### src/rtl/mpu_alu_arb.sv
`default_nettype none
// ============================================================================
// Module   : mpu_alu_arb
// Purpose  : Two-requester round-robin arbiter and sequencer in front of the
//            shared combinational mpu_alu. A granted command is held in a
//            command register and drives the ALU for exactly one cycle (EXEC).
//            The ALU result and flags are then registered, and a one-cycle ack
//            is returned to the granted requester (DONE).
//
// Ports    :
//   sys_clk, sys_rst_n       clock, synchronous active-low reset
//   a_stb / a_cmd / a_ack    requester A: valid, packed command, completion
//   b_stb / b_cmd / b_ack    requester B: valid, packed command, completion
//   res, flags               registered result/flags of last completed op
//   busy                     high whenever the sequencer is not idle
//   op_cnt                   completed-operation count (wraps)
//   alu_*                    operand/control fields driven to mpu_alu
//   alu_res, alu_flags       combinational result returned by mpu_alu
//
// Command layout (210 bits):
//   [209:206] op  [205:204] size  [203:140] o2  [139:76] o1  [75:12] o0
//   [11:9] s0  [8:6] s1  [5:3] s2  [2:0] sres
//
// Revision : 1.0  initial release
// ============================================================================
module mpu_alu_arb #(
  parameter int CNT_W = 16
) (
  input  logic             sys_clk,
  input  logic             sys_rst_n,

  input  logic             a_stb,
  input  logic [209:0]     a_cmd,
  output logic             a_ack,

  input  logic             b_stb,
  input  logic [209:0]     b_cmd,
  output logic             b_ack,

  output logic [63:0]      res,
  output logic [7:0]       flags,
  output logic             busy,
  output logic [CNT_W-1:0] op_cnt,

  output logic [3:0]       alu_op,
  output logic [1:0]       alu_size,
  output logic [63:0]      alu_o0,
  output logic [63:0]      alu_o1,
  output logic [63:0]      alu_o2,
  output logic [2:0]       alu_s0,
  output logic [2:0]       alu_s1,
  output logic [2:0]       alu_s2,
  output logic [2:0]       alu_sres,
  input  logic [63:0]      alu_res,
  input  logic [7:0]       alu_flags
);

  localparam int         c_CMD_W   = 210;
  localparam logic [1:0] c_ST_IDLE = 2'd0;
  localparam logic [1:0] c_ST_EXEC = 2'd1;
  localparam logic [1:0] c_ST_DONE = 2'd2;

  logic [1:0]         r_state;
  logic [1:0]         w_next_state;

  logic [c_CMD_W-1:0] r_cmd;
  logic               r_gnt_b;    // current operation belongs to B
  logic               r_last_b;   // last grant went to B (round-robin pointer)
  logic [63:0]        r_res;
  logic [7:0]         r_flags;
  logic [CNT_W-1:0]   r_op_cnt;

  logic               w_any_req;
  logic               w_pick_b;
  logic               w_grant;

  // --------------------------------------------------------------------------
  // Arbitration: a lone requester always wins; on a tie the requester that
  // was not served last wins. The pointer resets to B so A wins the first tie.
  // --------------------------------------------------------------------------
  assign w_any_req = a_stb | b_stb;
  assign w_pick_b  = b_stb & (~a_stb | ~r_last_b);
  assign w_grant   = (r_state == c_ST_IDLE) & w_any_req;

  // --------------------------------------------------------------------------
  // FSM: state register
  // --------------------------------------------------------------------------
  always_ff @(posedge sys_clk) begin
    if (!sys_rst_n) begin
      r_state <= c_ST_IDLE;
    end else begin
      r_state <= w_next_state;
    end
  end

  // --------------------------------------------------------------------------
  // FSM: next-state logic
  // --------------------------------------------------------------------------
  always_comb begin
    w_next_state = r_state;
    case (r_state)
      c_ST_IDLE: if (w_any_req) w_next_state = c_ST_EXEC;
      c_ST_EXEC: w_next_state = c_ST_DONE;
      c_ST_DONE: w_next_state = c_ST_IDLE;
      default:   w_next_state = c_ST_IDLE;
    endcase
  end

  // --------------------------------------------------------------------------
  // FSM: outputs. Acks decode directly from registered state, so they are
  // clean one-cycle pulses aligned with DONE.
  // --------------------------------------------------------------------------
  always_comb begin
    busy  = 1'b0;
    a_ack = 1'b0;
    b_ack = 1'b0;
    case (r_state)
      c_ST_IDLE: busy = 1'b0;
      c_ST_EXEC: busy = 1'b1;
      c_ST_DONE: begin
        busy  = 1'b1;
        a_ack = ~r_gnt_b;
        b_ack = r_gnt_b;
      end
      default:   busy = 1'b1;
    endcase
  end

  // --------------------------------------------------------------------------
  // Datapath. The command register loads only on the grant edge, which
  // isolates the ALU from any later change on a_cmd/b_cmd.
  // --------------------------------------------------------------------------
  always_ff @(posedge sys_clk) begin
    if (!sys_rst_n) begin
      r_cmd    <= '0;
      r_gnt_b  <= 1'b0;
      r_last_b <= 1'b1;
      r_res    <= '0;
      r_flags  <= '0;
      r_op_cnt <= '0;
    end else begin
      if (w_grant) begin
        r_cmd    <= w_pick_b ? b_cmd : a_cmd;
        r_gnt_b  <= w_pick_b;
        r_last_b <= w_pick_b;
      end
      if (r_state == c_ST_EXEC) begin
        r_res    <= alu_res;
        r_flags  <= alu_flags;
        r_op_cnt <= r_op_cnt + 1'b1;   // natural wrap at 2^CNT_W
      end
    end
  end

  // --------------------------------------------------------------------------
  // ALU drive: pure field split of the command register
  // --------------------------------------------------------------------------
  assign alu_op   = r_cmd[209:206];
  assign alu_size = r_cmd[205:204];
  assign alu_o2   = r_cmd[203:140];
  assign alu_o1   = r_cmd[139:76];
  assign alu_o0   = r_cmd[75:12];
  assign alu_s0   = r_cmd[11:9];
  assign alu_s1   = r_cmd[8:6];
  assign alu_s2   = r_cmd[5:3];
  assign alu_sres = r_cmd[2:0];

  assign res    = r_res;
  assign flags  = r_flags;
  assign op_cnt = r_op_cnt;

endmodule
`default_nettype wire

### config.mk
export PLATFORM = sky130hd
export DESIGN_NAME = mpu_alu_arb
export DESIGN_NICKNAME = d
export VERILOG_FILES = /design/src/rtl/mpu_alu_arb.sv
export SDC_FILE = /design/constraint.sdc
export NUM_CORES = 1
export LEC_CHECK = 0
export BUFFER_PORTS_ARGS = -buffer_cell sky130_fd_sc_hd__buf_2
export CORE_AREA = 2 2 308 310
export CTS_CLUSTER_SIZE = 12
export DETAILED_ROUTE_END_ITERATION = 10
export DIE_AREA = 0 0 310 312
export SLEW_MARGIN = 15
export SYNTH_ARGS = -nofsm -noshare
export SYNTH_HDL_FRONTEND = slang
export SYNTH_SLANG_ARGS = --single-unit
### constraint.sdc
create_clock -name sys_clk -period 1.55 [get_ports sys_clk]
set_input_delay 0.31 -clock sys_clk [delete_from_list [all_inputs] [get_ports sys_clk]]
set_output_delay 0.31 -clock sys_clk [all_outputs]
set_load 0.1 [all_outputs]
# Word-level counts from Yosys, hierarchy flattened
# Cells that the tools add are included.
[op_classes] add_sub_neg=1 eq_ne=3 n_mux=6 bitwise=7 reduce_logical=1
[ops] cell="210-bit two-way mux" count=1
[ops] cell="16-bit by 1-bit adder with 16-bit output, second input constant" count=1
[ops] cell="2-bit case mux with 2 select lines" count=1
[ops] cell="1-bit two-way mux" count=3
[ops] cell="1-bit inverter" count=3
[ops] cell="1-bit AND" count=2
[ops] cell="2-bit by 1-bit == test with 1-bit output, second input constant" count=1
[ops] cell="2-bit == test, second input constant" count=1
[ops] cell="2-bit zero test" count=1
[ops] cell="2-bit two-way mux" count=1
[ops] cell="2-bit != test, second input constant" count=1
[ops] cell="1-bit bitwise OR" count=2
[totals] ff_bits=302 in_bits=496 output_inout_bits=301 elab_cells=25

# Logic depth before layout (Yosys ltp)
# Gate-level depths: netlist of the first run.
[depth] ltp_word=4 mapped_depth=7 ltp_nobuf=5

# Worst setup path after synthesis of the first run
# OpenSTA, ideal clock, no wires.
[synth_path] path_type="register to output" start="register r_state[1]" end="output a_ack" arrival_ns=2.606 t_required_ns=1.240 slack_ns=-1.366 path_stages_with_launch=2 n_path_buf=0 cell_sequence="dfxtp_1 -> nor3b_1"
[synth_via] elab_chain_cells=2
[synth_rtl] item="start: declaration" line="63" source="logic [1:0] r_state;"
[synth_rtl] item="start signal: assignment" line="90" source="r_state <= c_ST_IDLE;"
[synth_rtl] item="start signal: assignment" line="92" source="r_state <= w_next_state;"
[synth_rtl] item="2-bit == test" line="117" source="case (r_state)"
[synth_rtl] item="1-bit two-way mux" line="117"
[synth_rtl] item="end: declaration" line="34" source="output logic a_ack,"
# No other way between the ends.

# Final worst setup path of the first run
[layout_path] start="register r_state[0]" end="output a_ack"
# The elaborated chain is that of the path after synthesis.

==> tab_implementation.tex, run 1 <==
\begin{tabular}{lr}
\hline
Metric & Value \\
\hline
\multicolumn{2}{l}{\textbf{Logic synthesis}} \\
Number of enable-type register cells in the synthesized netlist & 0 \\
Cell types with the largest area share after synthesis & sky130\_fd\_sc\_hd\_\_dfxtp\_1 (48\%), sky130\_fd\_sc\_hd\_\_mux2i\_1 (17\%), sky130\_fd\_sc\_hd\_\_a211oi\_1 (13\%) \\
Mapped Avg Cell Area & 9.27 um2 \\
Number of nets in the synthesized netlist & 1846 \\
Most used flip-flop cell after synthesis & sky130\_fd\_sc\_hd\_\_dfxtp\_1 \\
Area share of the largest cell type after synthesis & 0.484 \\
Commonest cells in the netlist & sky130\_fd\_sc\_hd\_\_dfxtp\_1 (302), sky130\_fd\_sc\_hd\_\_nor2\_1 (225), sky130\_fd\_sc\_hd\_\_a211oi\_1 (210), sky130\_fd\_sc\_hd\_\_mux2i\_1 (210), sky130\_fd\_sc\_hd\_\_nand2\_1 (155) \\
Number of warnings printed during yosys synthesis & 0 \\
Yosys cell types & 37 \\
Seq/Total Area, Yosys & 0.484 \\
Post-synthesis cell area & 12500 um2 \\
Dominant cell type by area after synthesis & sky130\_fd\_sc\_hd\_\_dfxtp\_1 \\
Library cell with the highest instance count after synthesis & sky130\_fd\_sc\_hd\_\_dfxtp\_1 \\
Fraction of registers with async set or reset after synthesis & 0 \\
Number of storage elements in the synthesis netlist & between 300 and 400 \\
Cell count after synthesis & 1349 \\
\multicolumn{2}{l}{\textbf{STA}} \\
Setup Skew & 19.0 ps \\
Highest clock rate & between 500 and 600 MHz \\
Total count of hold-check failures in the final report & 0 \\
Worst Slack Setup Final & -283 ps \\
Total of endpoints with negative setup slack in the final report & 165 \\
Fin crit share & 1.18 \\
Pin slew with the least headroom to its limit & 534 ps \\
Setup total negative slack & -5620 ps \\
Unrepaired setup endpoints after global routing & true \\
Shortest clock period the worst path allows after layout & 1830 ps \\
Number of slew-limit violations in the final report & 0 \\
Worst slew slack as a fraction of its limit & 0.644 \\
\multicolumn{2}{l}{\textbf{Clock network}} \\
Inserted Clock Buffers & 36 \\
Clock input transition at the sequential cells of the worst setup and hold paths & 60 ps \\
Clock tree from TritonCTS & yes \\
Worst skew pair latency & 570 ps \\
Clock sink count & between 300 and 400 \\
Clk root buf & sky130\_fd\_sc\_hd\_\_clkbuf\_16 \\
H-tree levels & 2 \\
Maximum count of clock buffers along a single path & 3 \\
\multicolumn{2}{l}{\textbf{Route}} \\
DRT antenna net count & 0 \\
DRC errors left & 0 \\
Routed wire length per instance & 18.2 um \\
Vias & 13779 \\
Initial DRC Count & 865 \\
Wire length reported by the detailed router & 64.7 mm \\
Number of detailed-route iterations in the first pass & 7 \\
Routed vias/inst & 3.87 \\
\multicolumn{2}{l}{\textbf{Die}} \\
I/O pin count & 797 \\
Die W & 310 um \\
Initial cell density of the core & 0.134 \\
Core Footprint & 93000 um2 \\
Area enclosed by the die boundary & $\sim$97000 um2 \\
Std-Cell Rows & 112 \\
Chip height & 312 um \\
\multicolumn{2}{l}{\textbf{Critical path}} \\
Stage delay of the slowest cell on the critical path & 320 ps \\
Critical path startpoint & r\_state[0]\$\_SDFFE\_PN0P\_ \\
Kind of end point of the critical path & primary output \\
Category of the critical setup timing path & register to primary output \\
Maximum fanout count along the critical path & 3 \\
Critical Path RT & 1240 ps \\
Worst flop-to-flop path startpoint & r\_state[1]\$\_SDFFE\_PN0P\_ \\
Type of origin of the critical path & register \\
Register-to-register path setup slack & -100 ps \\
Worst EP arrival & 1520 ps \\
Number of cells on the worst reg-to-reg path & 7 \\
CP Cell Sequence & buf\_6 > nor3b\_4 > buf\_12 \\
Worst R2R End & r\_cmd[178]\$\_SDFFE\_PN0P\_ \\
Critical Path Slowest Stage Cell & sky130\_fd\_sc\_hd\_\_dfxtp\_2 \\
\multicolumn{2}{l}{\textbf{Layout}} \\
Share of layout cells above drive strength 1 & 0.480 \\
Layout overhead on the synthesized area & 92.4\% \\
Design area & 24000 um2 \\
Layout net count & 2771 \\
Area used by sequential logic in the layout & between 6000 and 7000 um2 \\
Filler instances & between 9000 and 10000 \\
Area of the multi-input gates & between 6000 and 7000 um2 \\
Post-layout instance count excluding filler cells & 3558 \\
Fin util & 0.258 \\
\multicolumn{2}{l}{\textbf{Min path}} \\
Hold path startpoint & alu\_res[2] \\
Worst hold path depth & 3 \\
HP Class & input port to register \\
Hold Path Sink & res[2]\$\_SDFFE\_PN0N\_ \\
\multicolumn{2}{l}{\textbf{Power}} \\
Cell leakage power & 10.4 nW \\
Worst IR Drop VDD & approximately 800 uV \\
P per Cell Area & 1250 nW/um2 \\
\multicolumn{2}{l}{\textbf{Place}} \\
Detailed placement HPWL & 44.4 mm \\
Port Buffers & 796 \\
Worst setup timing slack at the placement stage & -122 ps \\
Total instance count after detailed placement & $\sim$3400 \\
Final weighted congestion in routability-driven placement & between 0.9 and 1 \\
Instance area at placement & 18700 um2 \\
\multicolumn{2}{l}{\textbf{Global routing}} \\
Total global-route track usage & 0.116 \\
Pin count of the biggest net entering global routing & 73 \\
Wire length of the first global-routing pass & 83.9 mm \\
Number of antenna violations at the first check in global routing & 11 \\
Via count of the first global-routing pass & $\sim$14000 \\
Residual overflow from global routing & 0 \\
\multicolumn{2}{l}{\textbf{Job}} \\
Max-cap check violation count & 0 \\
\multicolumn{2}{l}{\textbf{Outcome}} \\
Failing checks & setup timing \\
Outcome & finished with violations \\
\hline
\end{tabular}
## metal layers
| metal | share of wire | GRT usage |
|---|---|---|
| met3 | 0.095 | 0.0428 |
| met2 | 0.48 | 0.198 |
| met1 | 0.40 | 0.134 |
| met4 | 0.024 | 0.0361 |
| met5 | 0.00088 | 0 |
## registers in the layout (all words and copies together), names as in the netlist
name / flops
r_cmd: 210
res: 64
op_cnt: 16
flags: 8
r_state: 2
r_gnt_b: 1
r_last_b: 1
## how the worst max path moves through the flow
stage               cells past startpoint                 endpoint
global route                            3                    a_ack
global placement                        6   r_cmd[74]$_SDFFE_PN0P_
detailed placement                      6  r_cmd[205]$_SDFFE_PN0P_
floorplan                               6  op_cnt[14]$_SDFFE_PN0N_
finish                                  3                    a_ack
CTS                                     3                    a_ack
## power breakdown
part | switching (W) | leakage [nW] | internal [W] | total, W
registers | 0.000649 | 2.52 | 0.00855 | 0.00920
logic | 0.00817 | 7.26 | 0.00389 | 0.0121
clock network | 0.00360 | 0.592 | 0.00530 | 0.00890
total | 0.0124 | 10.4 | 0.0177 | 0.0302
## layout make-up
type	instances	area share
repair buffers	1009	0.371
diodes	4	0.000416
well taps	1254	0.0652
clock inverters	10	0.00583
inverters	2	0.000624
multi-input cells	923	0.257
flip-flops and latches	302	0.255
clock buffers	54	0.0445
## cell usage in the layout (no fill, tap or decap), types with 2 or more instances in the layout
cell type / instances
sky130_fd_sc_hd__buf_2: 495
sky130_fd_sc_hd__dfxtp_1: 255
sky130_fd_sc_hd__buf_6: 253
sky130_fd_sc_hd__nor2_1: 225
sky130_fd_sc_hd__mux2i_1: 189
sky130_fd_sc_hd__a211oi_1: 186
sky130_fd_sc_hd__nand2_1: 154
sky130_fd_sc_hd__a21oi_1: 75
sky130_fd_sc_hd__buf_4: 74
sky130_fd_sc_hd__dlygate4sd3_1: 69
sky130_fd_sc_hd__buf_12: 59
sky130_fd_sc_hd__clkbuf_16: 53
sky130_fd_sc_hd__dfxtp_2: 33
sky130_fd_sc_hd__buf_8: 33
sky130_fd_sc_hd__a211oi_2: 24
sky130_fd_sc_hd__mux2i_2: 14
sky130_fd_sc_hd__dfxtp_4: 14
sky130_fd_sc_hd__clkbuf_1: 10
sky130_fd_sc_hd__buf_16: 10
sky130_fd_sc_hd__mux2i_4: 7
sky130_fd_sc_hd__xor2_1: 6
sky130_fd_sc_hd__clkbuf_8: 6
sky130_fd_sc_hd__xnor2_1: 5
sky130_fd_sc_hd__diode_2: 4
sky130_fd_sc_hd__nand4_1: 4
sky130_fd_sc_hd__o21ai_0: 4
sky130_fd_sc_hd__or3_1: 3
sky130_fd_sc_hd__a21oi_2: 3
sky130_fd_sc_hd__inv_6: 3
sky130_fd_sc_hd__bufinv_16: 3
sky130_fd_sc_hd__and3_1: 2
sky130_fd_sc_hd__nor3_1: 2
sky130_fd_sc_hd__clkinv_2: 2
## logic make-up (layout without fill, tap and decap cells)
kind of cell | Yosys count | count (layout) | share of synthesized area
buffers and inverters | 124 | 1075 | 0.0495
other | 0 | 4 | 0
XOR/XNOR | 11 | 11 | 0.00771
multiplexers | 210 | 210 | 0.168
AND/OR/NAND/NOR | 404 | 404 | 0.128
adder cells (fa/ha/maj) | 1 | 1 | 0.00100
AO/OA/AOI/OAI | 297 | 297 | 0.162
flip-flops | 302 | 302 | 0.484
## critical path, delay by kind of cell (launching register included)
family	cells	cell delay [ps]
DFF	1	320
and+or+nand+nor	1	300
buffers and inverters	2	340
## repair_timing
action | 4_1_cts | 5_1_grt
cloned | 4 | 15
pin swaps | 3 | 19
gates resized for setup | 642 | 165
hold buffers | 69 | 0
setup endpoints to repair | 319 | 222
buffers inserted | 4 | 15
hold endpoints to repair | 69 | 0
## stage by stage
stage / total power [W] / hold WS (ps)
finish: 0.0302 / 59.2
global route: 0.0313 / 16.2
CTS: 0.0297 / 5.56
detailed placement: 0.0191 / 444
global placement: 0.0191 / 439
floorplan: 0.0166 / 372
(Power assumes the default switching activity.)
==> run 2: changes to the inputs <==
Settings changed: REMOVE_ABC_BUFFERS from default to 1.
==> run 2 against run 1 <==
Largest power group unchanged. Critical path type is now register to register. The run still ends with setup timing left. Via count is 8.1% higher. Highest routed layer unchanged. Utilization is 3.1 points higher. Cell count increased by 2.2%.
==> tab_implementation.tex, run 2 (synthesis gave the netlist of run 1 again) <==
\begin{tabular}{lr}
\hline
Metric & Value \\
\hline
\multicolumn{2}{l}{\textbf{Outcome}} \\
Outcome & finished with violations \\
Failing checks & setup timing \\
\multicolumn{2}{l}{\textbf{Critical path}} \\
Register-to-register path setup slack & -230 ps \\
Kind of end point of the critical path & register \\
Maximum fanout count along the critical path & 10 \\
Worst flop-to-flop path startpoint & r\_state[0]\$\_SDFFE\_PN0P\_ \\
Critical Path RT & 2020 ps \\
Worst EP arrival & 2250 ps \\
Number of cells on the worst reg-to-reg path & 9 \\
Category of the critical setup timing path & register to register \\
Type of origin of the critical path & register \\
Worst R2R End & r\_cmd[181]\$\_SDFFE\_PN0P\_ \\
\multicolumn{2}{l}{\textbf{Layout}} \\
Fin util & 0.290 \\
Layout overhead on the synthesized area & 116\% \\
Design area & 27000 um2 \\
Layout net count & about 2800 \\
Commonest cells after routing, fill and taps aside & sky130\_fd\_sc\_hd\_\_buf\_2 (495), sky130\_fd\_sc\_hd\_\_dfxtp\_1 (247), sky130\_fd\_sc\_hd\_\_buf\_6 (189), sky130\_fd\_sc\_hd\_\_nand2\_1 (155), sky130\_fd\_sc\_hd\_\_a211oi\_2 (149) \\
Share of layout cells above drive strength 1 & 0.621 \\
Flip-flop count of the largest register, all copies and words added & 210 \\
Most common cell after layout, fill and taps aside & sky130\_fd\_sc\_hd\_\_buf\_2 \\
Largest register by flop count & r\_cmd \\
\multicolumn{2}{l}{\textbf{STA}} \\
Number of slew-limit violations in the final report & 0 \\
Shortest clock period the worst path allows after layout & 1780 ps \\
Setup Skew & $\sim$11 ps \\
Total of endpoints with negative setup slack in the final report & 226 \\
Fin crit share & 1.15 \\
Unrepaired setup endpoints after global routing & true \\
Pin slew with the least headroom to its limit & 343 ps \\
Total count of hold-check failures in the final report & 0 \\
Worst slew slack as a fraction of its limit & 0.772 \\
Worst Slack Setup Final & -225 ps \\
Highest clock rate & approximately 560 MHz \\
\multicolumn{2}{l}{\textbf{Global routing}} \\
Pin count of the biggest net entering global routing & 75 \\
GR Layer Usage met1 & 0.174 \\
Global route hottest layer & met2 \\
Total global-route track usage & 0.145 \\
Wire length of the first global-routing pass & 100 mm \\
Met2 usage & 0.241 \\
Residual overflow from global routing & 0 \\
Via count of the first global-routing pass & $\sim$14000 \\
Number of antenna violations at the first check in global routing & 68 \\
Met3 Resource Use GR & 0.0539 \\
\multicolumn{2}{l}{\textbf{Clock network}} \\
Maximum count of clock buffers along a single path & 3 \\
Clock input transition at the sequential cells of the worst setup and hold paths & 60 ps \\
Worst skew pair latency & 560 ps \\
H-tree levels & 2 \\
Clock tree from TritonCTS & yes \\
Clk root buf & sky130\_fd\_sc\_hd\_\_clkbuf\_16 \\
Inserted Clock Buffers & 38 \\
Clock sink count & 302 \\
\multicolumn{2}{l}{\textbf{Min path}} \\
Hold path startpoint & alu\_res[21] \\
Hold Path Sink & res[21]\$\_SDFFE\_PN0N\_ \\
HP Class & input port to register \\
Worst hold path depth & 3 \\
\multicolumn{2}{l}{\textbf{Route}} \\
DRT antenna net count & 0 \\
Routed wire length per instance & roughly 23 um \\
DRC errors left & 0 \\
Vias & 14900 \\
Initial DRC Count & 746 \\
Routed vias/inst & just over 4 \\
Wire length reported by the detailed router & 84.7 mm \\
Number of detailed-route iterations in the first pass & 6 \\
\multicolumn{2}{l}{\textbf{Place}} \\
Detailed placement HPWL & approximately 60 mm \\
Final weighted congestion in routability-driven placement & 0.856 \\
Instance area at placement & 18900 um2 \\
Port Buffers & between 700 and 800 \\
\multicolumn{2}{l}{\textbf{Die}} \\
Chip height & about 310 um \\
Area enclosed by the die boundary & 96700 um2 \\
Core Footprint & 93000 um2 \\
Initial cell density of the core & 0.134 \\
Die W & 310 um \\
Std-Cell Rows & 112 \\
I/O pin count & 797 \\
\multicolumn{2}{l}{\textbf{Power}} \\
Worst IR Drop VDD & 978 uV \\
P per Cell Area & 1210 nW/um2 \\
Cell leakage power & 11.3 nW \\
\multicolumn{2}{l}{\textbf{Job}} \\
Max-cap check violation count & 0 \\
\hline
\end{tabular}
run 2: cell count changes in the layout (fill, tap and decap cells not counted), sizes merged:
cell,change
inv,-2
dlygate4sd3,-4
buf,+63
clkinv,+5
bufbuf,-1
clkbuf,+16
diode,+1
clkinvlp,+1
run 2: power by group:
part           internal [W]  leakage (nW)  switching, W
clock network       0.00551         0.626       0.00376
registers           0.00857          2.52      0.000771
logic               0.00497          8.14       0.00895
total                0.0190          11.3        0.0135
run 2: per-stage QoR:
| step | TNS (ps) | setup slack [ps] | instances | power, W | hold WS [ps] |
|---|---|---|---|---|---|
| floorplan | -4985280 | -22190 | 1227 | 0.0168 | 372 |
| global placement | -2380 | -77.4 | 3394 | 0.0193 | 439 |
| global route | -38020 | -266 | 3632 | 0.0336 | 24.2 |
| CTS | -28680 | -241 | 3555 | 0.0302 | 6.27 |
| detailed placement | -3840 | -114 | 3394 | 0.0193 | 444 |
| finish | -22810 | -225 | 3637 | 0.0325 | 49.9 |
run 2: cell type report:
cell class	count	area, um2
antenna	5	12.5
clock buffer	54	1110
clock inverter	14	161
fill	9518	66100
inverter	2	17.5
multi-input combinational	923	7570
sequential	302	6120
tap	1254	1570
timing repair buffer	1083	10400
run 2: how the worst max path moves through the flow:
| stage | start | to | cells past startpoint | slack (ps) |
|---|---|---|---|---|
| after floorplan | a_stb | r_cmd[0]$_SDFFE_PN0P_ | 3 | -22190 |
| after global placement | a_stb | r_cmd[87]$_SDFFE_PN0P_ | 6 | -80 |
| after detailed placement | a_stb | r_cmd[41]$_SDFFE_PN0P_ | 6 | -110 |
| after CTS | r_state[0]$_SDFFE_PN0P_ | busy | 5 | -240 |
| after global routing | r_state[0]$_SDFFE_PN0P_ | r_cmd[55]$_SDFFE_PN0P_ | 10 | -270 |
| final | r_state[0]$_SDFFE_PN0P_ | r_cmd[181]$_SDFFE_PN0P_ | 9 | -230 |
run 2: metal layers:
metal / vias up / wire (um)
li1: 6779 / -
met1: 7064 / 33900
met2: 805 / 39700
met3: 216 / 8110
met4: 36 / 2800
met5: - / 230
run 2: worst max-delay path: stages (launching register included):
cell and delay (ps):
sky130_fd_sc_hd__dfxtp_2 330, sky130_fd_sc_hd__nor2_2 110, sky130_fd_sc_hd__buf_6 110, sky130_fd_sc_hd__buf_6 90, sky130_fd_sc_hd__o21a_4 140, sky130_fd_sc_hd__buf_12 180, sky130_fd_sc_hd__clkbuf_16 250, sky130_fd_sc_hd__buf_8 140
sky130_fd_sc_hd__nor2_1 50, sky130_fd_sc_hd__a211oi_1 230
run 2: what timing repair did:
| action | CTS | global route |
|---|---|---|
| cloned | 14 | 36 |
| endpoints found under the setup margin | 332 | 327 |
| buffers inserted | 14 | 49 |
| hold endpoints to repair | 65 | 0 |
| gates resized for setup | 534 | 695 |
| hold buffers | 65 | 0 |
| pin swaps | 42 | 147 |
==> run 3: changes to the inputs <==
Settings changed: SLEW_MARGIN 15 to default.
Clock period 1.55 ns to 2.1 ns, I/O delays scaled along.
==> run 3 against run 2 <==
The run now ends clean. Global-route usage shrank 0.86 points. Via count shrank 12%. Clock power shrank 26%. Sequential share of layout area grew 8.1 points. Flip-flop and latch count is the same. Critical endpoint is now op_cnt[2]. Highest routed layer unchanged.
==> tab_implementation.tex, run 3 (synthesis gave the netlist of run 1 again) <==
\begin{tabular}{lr}
\hline
Metric & Value \\
\hline
\multicolumn{2}{l}{\textbf{Outcome}} \\
Outcome & completed \\
\multicolumn{2}{l}{\textbf{STA}} \\
Highest clock rate & 513 MHz \\
Total of endpoints with negative setup slack in the final report & 0 \\
Pin slew with the least headroom to its limit & 654 ps \\
Number of slew-limit violations in the final report & 0 \\
Worst Slack Setup Final & between 150 and 200 ps \\
Setup Skew & 12.3 ps \\
Unrepaired setup endpoints after global routing & false \\
Setup total negative slack & 0 ps \\
Shortest clock period the worst path allows after layout & 1950 ps \\
Fin crit share & 0.928 \\
Worst hold slack across all endpoints & 93.8 ps \\
Worst slew slack as a fraction of its limit & 0.567 \\
Total count of hold-check failures in the final report & 0 \\
\multicolumn{2}{l}{\textbf{Die}} \\
Std-Cell Rows & 112 \\
Die W & 310 um \\
Core Footprint & 93000 um2 \\
Initial cell density of the core & 0.134 \\
Area enclosed by the die boundary & 96700 um2 \\
Chip height & 312 um \\
I/O pin count & between 700 and 800 \\
\multicolumn{2}{l}{\textbf{Route}} \\
Wire length reported by the detailed router & 69.4 mm \\
DRT antenna net count & 0 \\
Initial DRC Count & 622 \\
Vias & roughly 13000 \\
Routed wire length per instance & between 20 and 25 um \\
Number of detailed-route iterations in the first pass & 4 \\
Routed vias/inst & about 3.8 \\
DRC errors left & 0 \\
\multicolumn{2}{l}{\textbf{Global routing}} \\
Residual overflow from global routing & 0 \\
Via count of the first global-routing pass & 12500 \\
Wire length of the first global-routing pass & approximately 93 mm \\
Number of antenna violations at the first check in global routing & 65 \\
Total global-route track usage & 0.136 \\
Pin count of the biggest net entering global routing & 67 \\
\multicolumn{2}{l}{\textbf{Place}} \\
Worst setup timing slack at the placement stage & 198 ps \\
Total instance count after detailed placement & 3357 \\
Detailed placement HPWL & 58.3 mm \\
Port Buffers & $\sim$800 \\
Final weighted congestion in routability-driven placement & approximately 0.85 \\
\multicolumn{2}{l}{\textbf{Clock network}} \\
Post-CTS Setup Repair Bufs & 0 \\
Maximum count of clock buffers along a single path & 3 \\
Worst skew pair latency & $\sim$570 ps \\
Clock input transition at the sequential cells of the worst setup and hold paths & around 60 ps \\
Number of hold buffers added after cts & 0 \\
H-tree levels & 2 \\
Clock sink count & around 300 \\
Clk root buf & sky130\_fd\_sc\_hd\_\_clkbuf\_16 \\
Clock tree from TritonCTS & yes \\
Inserted Clock Buffers & 38 \\
\multicolumn{2}{l}{\textbf{Critical path}} \\
Category of the critical setup timing path & register to primary output \\
Type of origin of the critical path & register \\
Combined buffer and inverter count along the critical path & 1 \\
Critical Path RT & 1680 ps \\
Critical Path Slowest Stage Cell & sky130\_fd\_sc\_hd\_\_buf\_2 \\
Kind of end point of the critical path & primary output \\
Maximum fanout count along the critical path & 4 \\
Family of cells with the greatest summed delay on the critical path & buffers and inverters \\
CP Cell Sequence & buf\_2 \\
Stage delay of the slowest cell on the critical path & 500 ps \\
Worst EP arrival & roughly 1500 ps \\
\multicolumn{2}{l}{\textbf{Layout}} \\
Layout overhead on the synthesized area & 57.0\% \\
Layout net count & between 2000 and 3000 \\
Fin util & 0.211 \\
Most common cell after layout, fill and taps aside & sky130\_fd\_sc\_hd\_\_buf\_2 \\
Commonest cells after routing, fill and taps aside & sky130\_fd\_sc\_hd\_\_buf\_2 (793), sky130\_fd\_sc\_hd\_\_dfxtp\_1 (300), sky130\_fd\_sc\_hd\_\_nor2\_1 (224), sky130\_fd\_sc\_hd\_\_mux2i\_1 (210), sky130\_fd\_sc\_hd\_\_a211oi\_1 (210) \\
Flip-flop count of the largest register, all copies and words added & 210 \\
Post-layout instance count excluding filler cells & 3429 \\
Largest register by flop count & r\_cmd \\
Share of layout cells above drive strength 1 & 0.436 \\
\multicolumn{2}{l}{\textbf{Job}} \\
Max-cap check violation count & 0 \\
\multicolumn{2}{l}{\textbf{Min path}} \\
HP Class & input port to register \\
\multicolumn{2}{l}{\textbf{Power}} \\
P per Cell Area & 1060 nW/um2 \\
Cell leakage power & between 9 and 10 nW \\
Worst IR Drop VDD & 741 uV \\
\hline
\end{tabular}
[run 3: changes by cell type in the layout (fill, tap and decap cells not counted), sizes merged]
cell / before / now
buf: 987 / 876
dlygate4sd3: 65 / 0
clkbuf: 85 / 56
clkinv: 7 / 4
bufinv: 3 / 4
clkinvlp: 2 / 1
diode: 5 / 6
inv: 4 / 3
[run 3: timing repair]
item,4_1_cts,5_1_grt
endpoints found under the setup margin,3,1
pin swaps,0,0
endpoints found under the hold margin,0,0
gates resized for setup,7,1
[run 3: tightest hold or removal path, delay by kind of cell]
kind / cells / cell delay (ps)
AND/OR/NAND/NOR: 1 / 40
AO/OA/AOI/OAI: 1 / 50
buffers and inverters: 1 / 90
[run 3: power by group]
group          switching, W  total, W  internal [W]  leakage, nW
combinational       0.00572   0.00728       0.00155         5.92
clock               0.00266   0.00686       0.00420        0.632
sequential         0.000302   0.00661       0.00631         2.50
[run 3: cell type report]
class	count	area, um2
Multi-Input combinational cell	923	5870
Tap cell	1254	1570
Sequential cell	302	6050
Fill cell	10459	73400
Clock inverter	10	156
Timing Repair Buffer	876	4820
Antenna cell	6	15.0
Inverter	2	15.0
Clock buffer	56	1130
[run 3: worst paths after layout]
kind                           from                 endpoint  slack [ps]  depth (start not counted)
max          op_cnt[2]$_SDFFE_PN0N_                op_cnt[2]         150                          1
min                    alu_flags[6]    flags[6]$_SDFFE_PN0N_          90                          3
max reg2reg  op_cnt[3]$_SDFFE_PN0N_  op_cnt[15]$_SDFFE_PN0N_         400                          4
min reg2reg   flags[2]$_SDFFE_PN0N_    flags[2]$_SDFFE_PN0N_         450                          2
[run 3: layer usage]
layer / part of all wire / vias to the layer above / track usage
li1: - / 6370 / -
met1: 0.41 / 5967 / 0.161
met2: 0.45 / 640 / 0.225
met3: 0.11 / 148 / 0.0581
met4: 0.026 / 28 / 0.0346
met5: 0.0026 / - / 0
[run 3: per-stage QoR]
stage | total power [W] | instance area [um2]
final | 0.0207 | 19600
after global placement | 0.0140 | 18300
after global routing | 0.0216 | 19600
after detailed placement | 0.0140 | 18300
after floorplan | 0.0129 | 11900
after CTS | 0.0211 | 19600
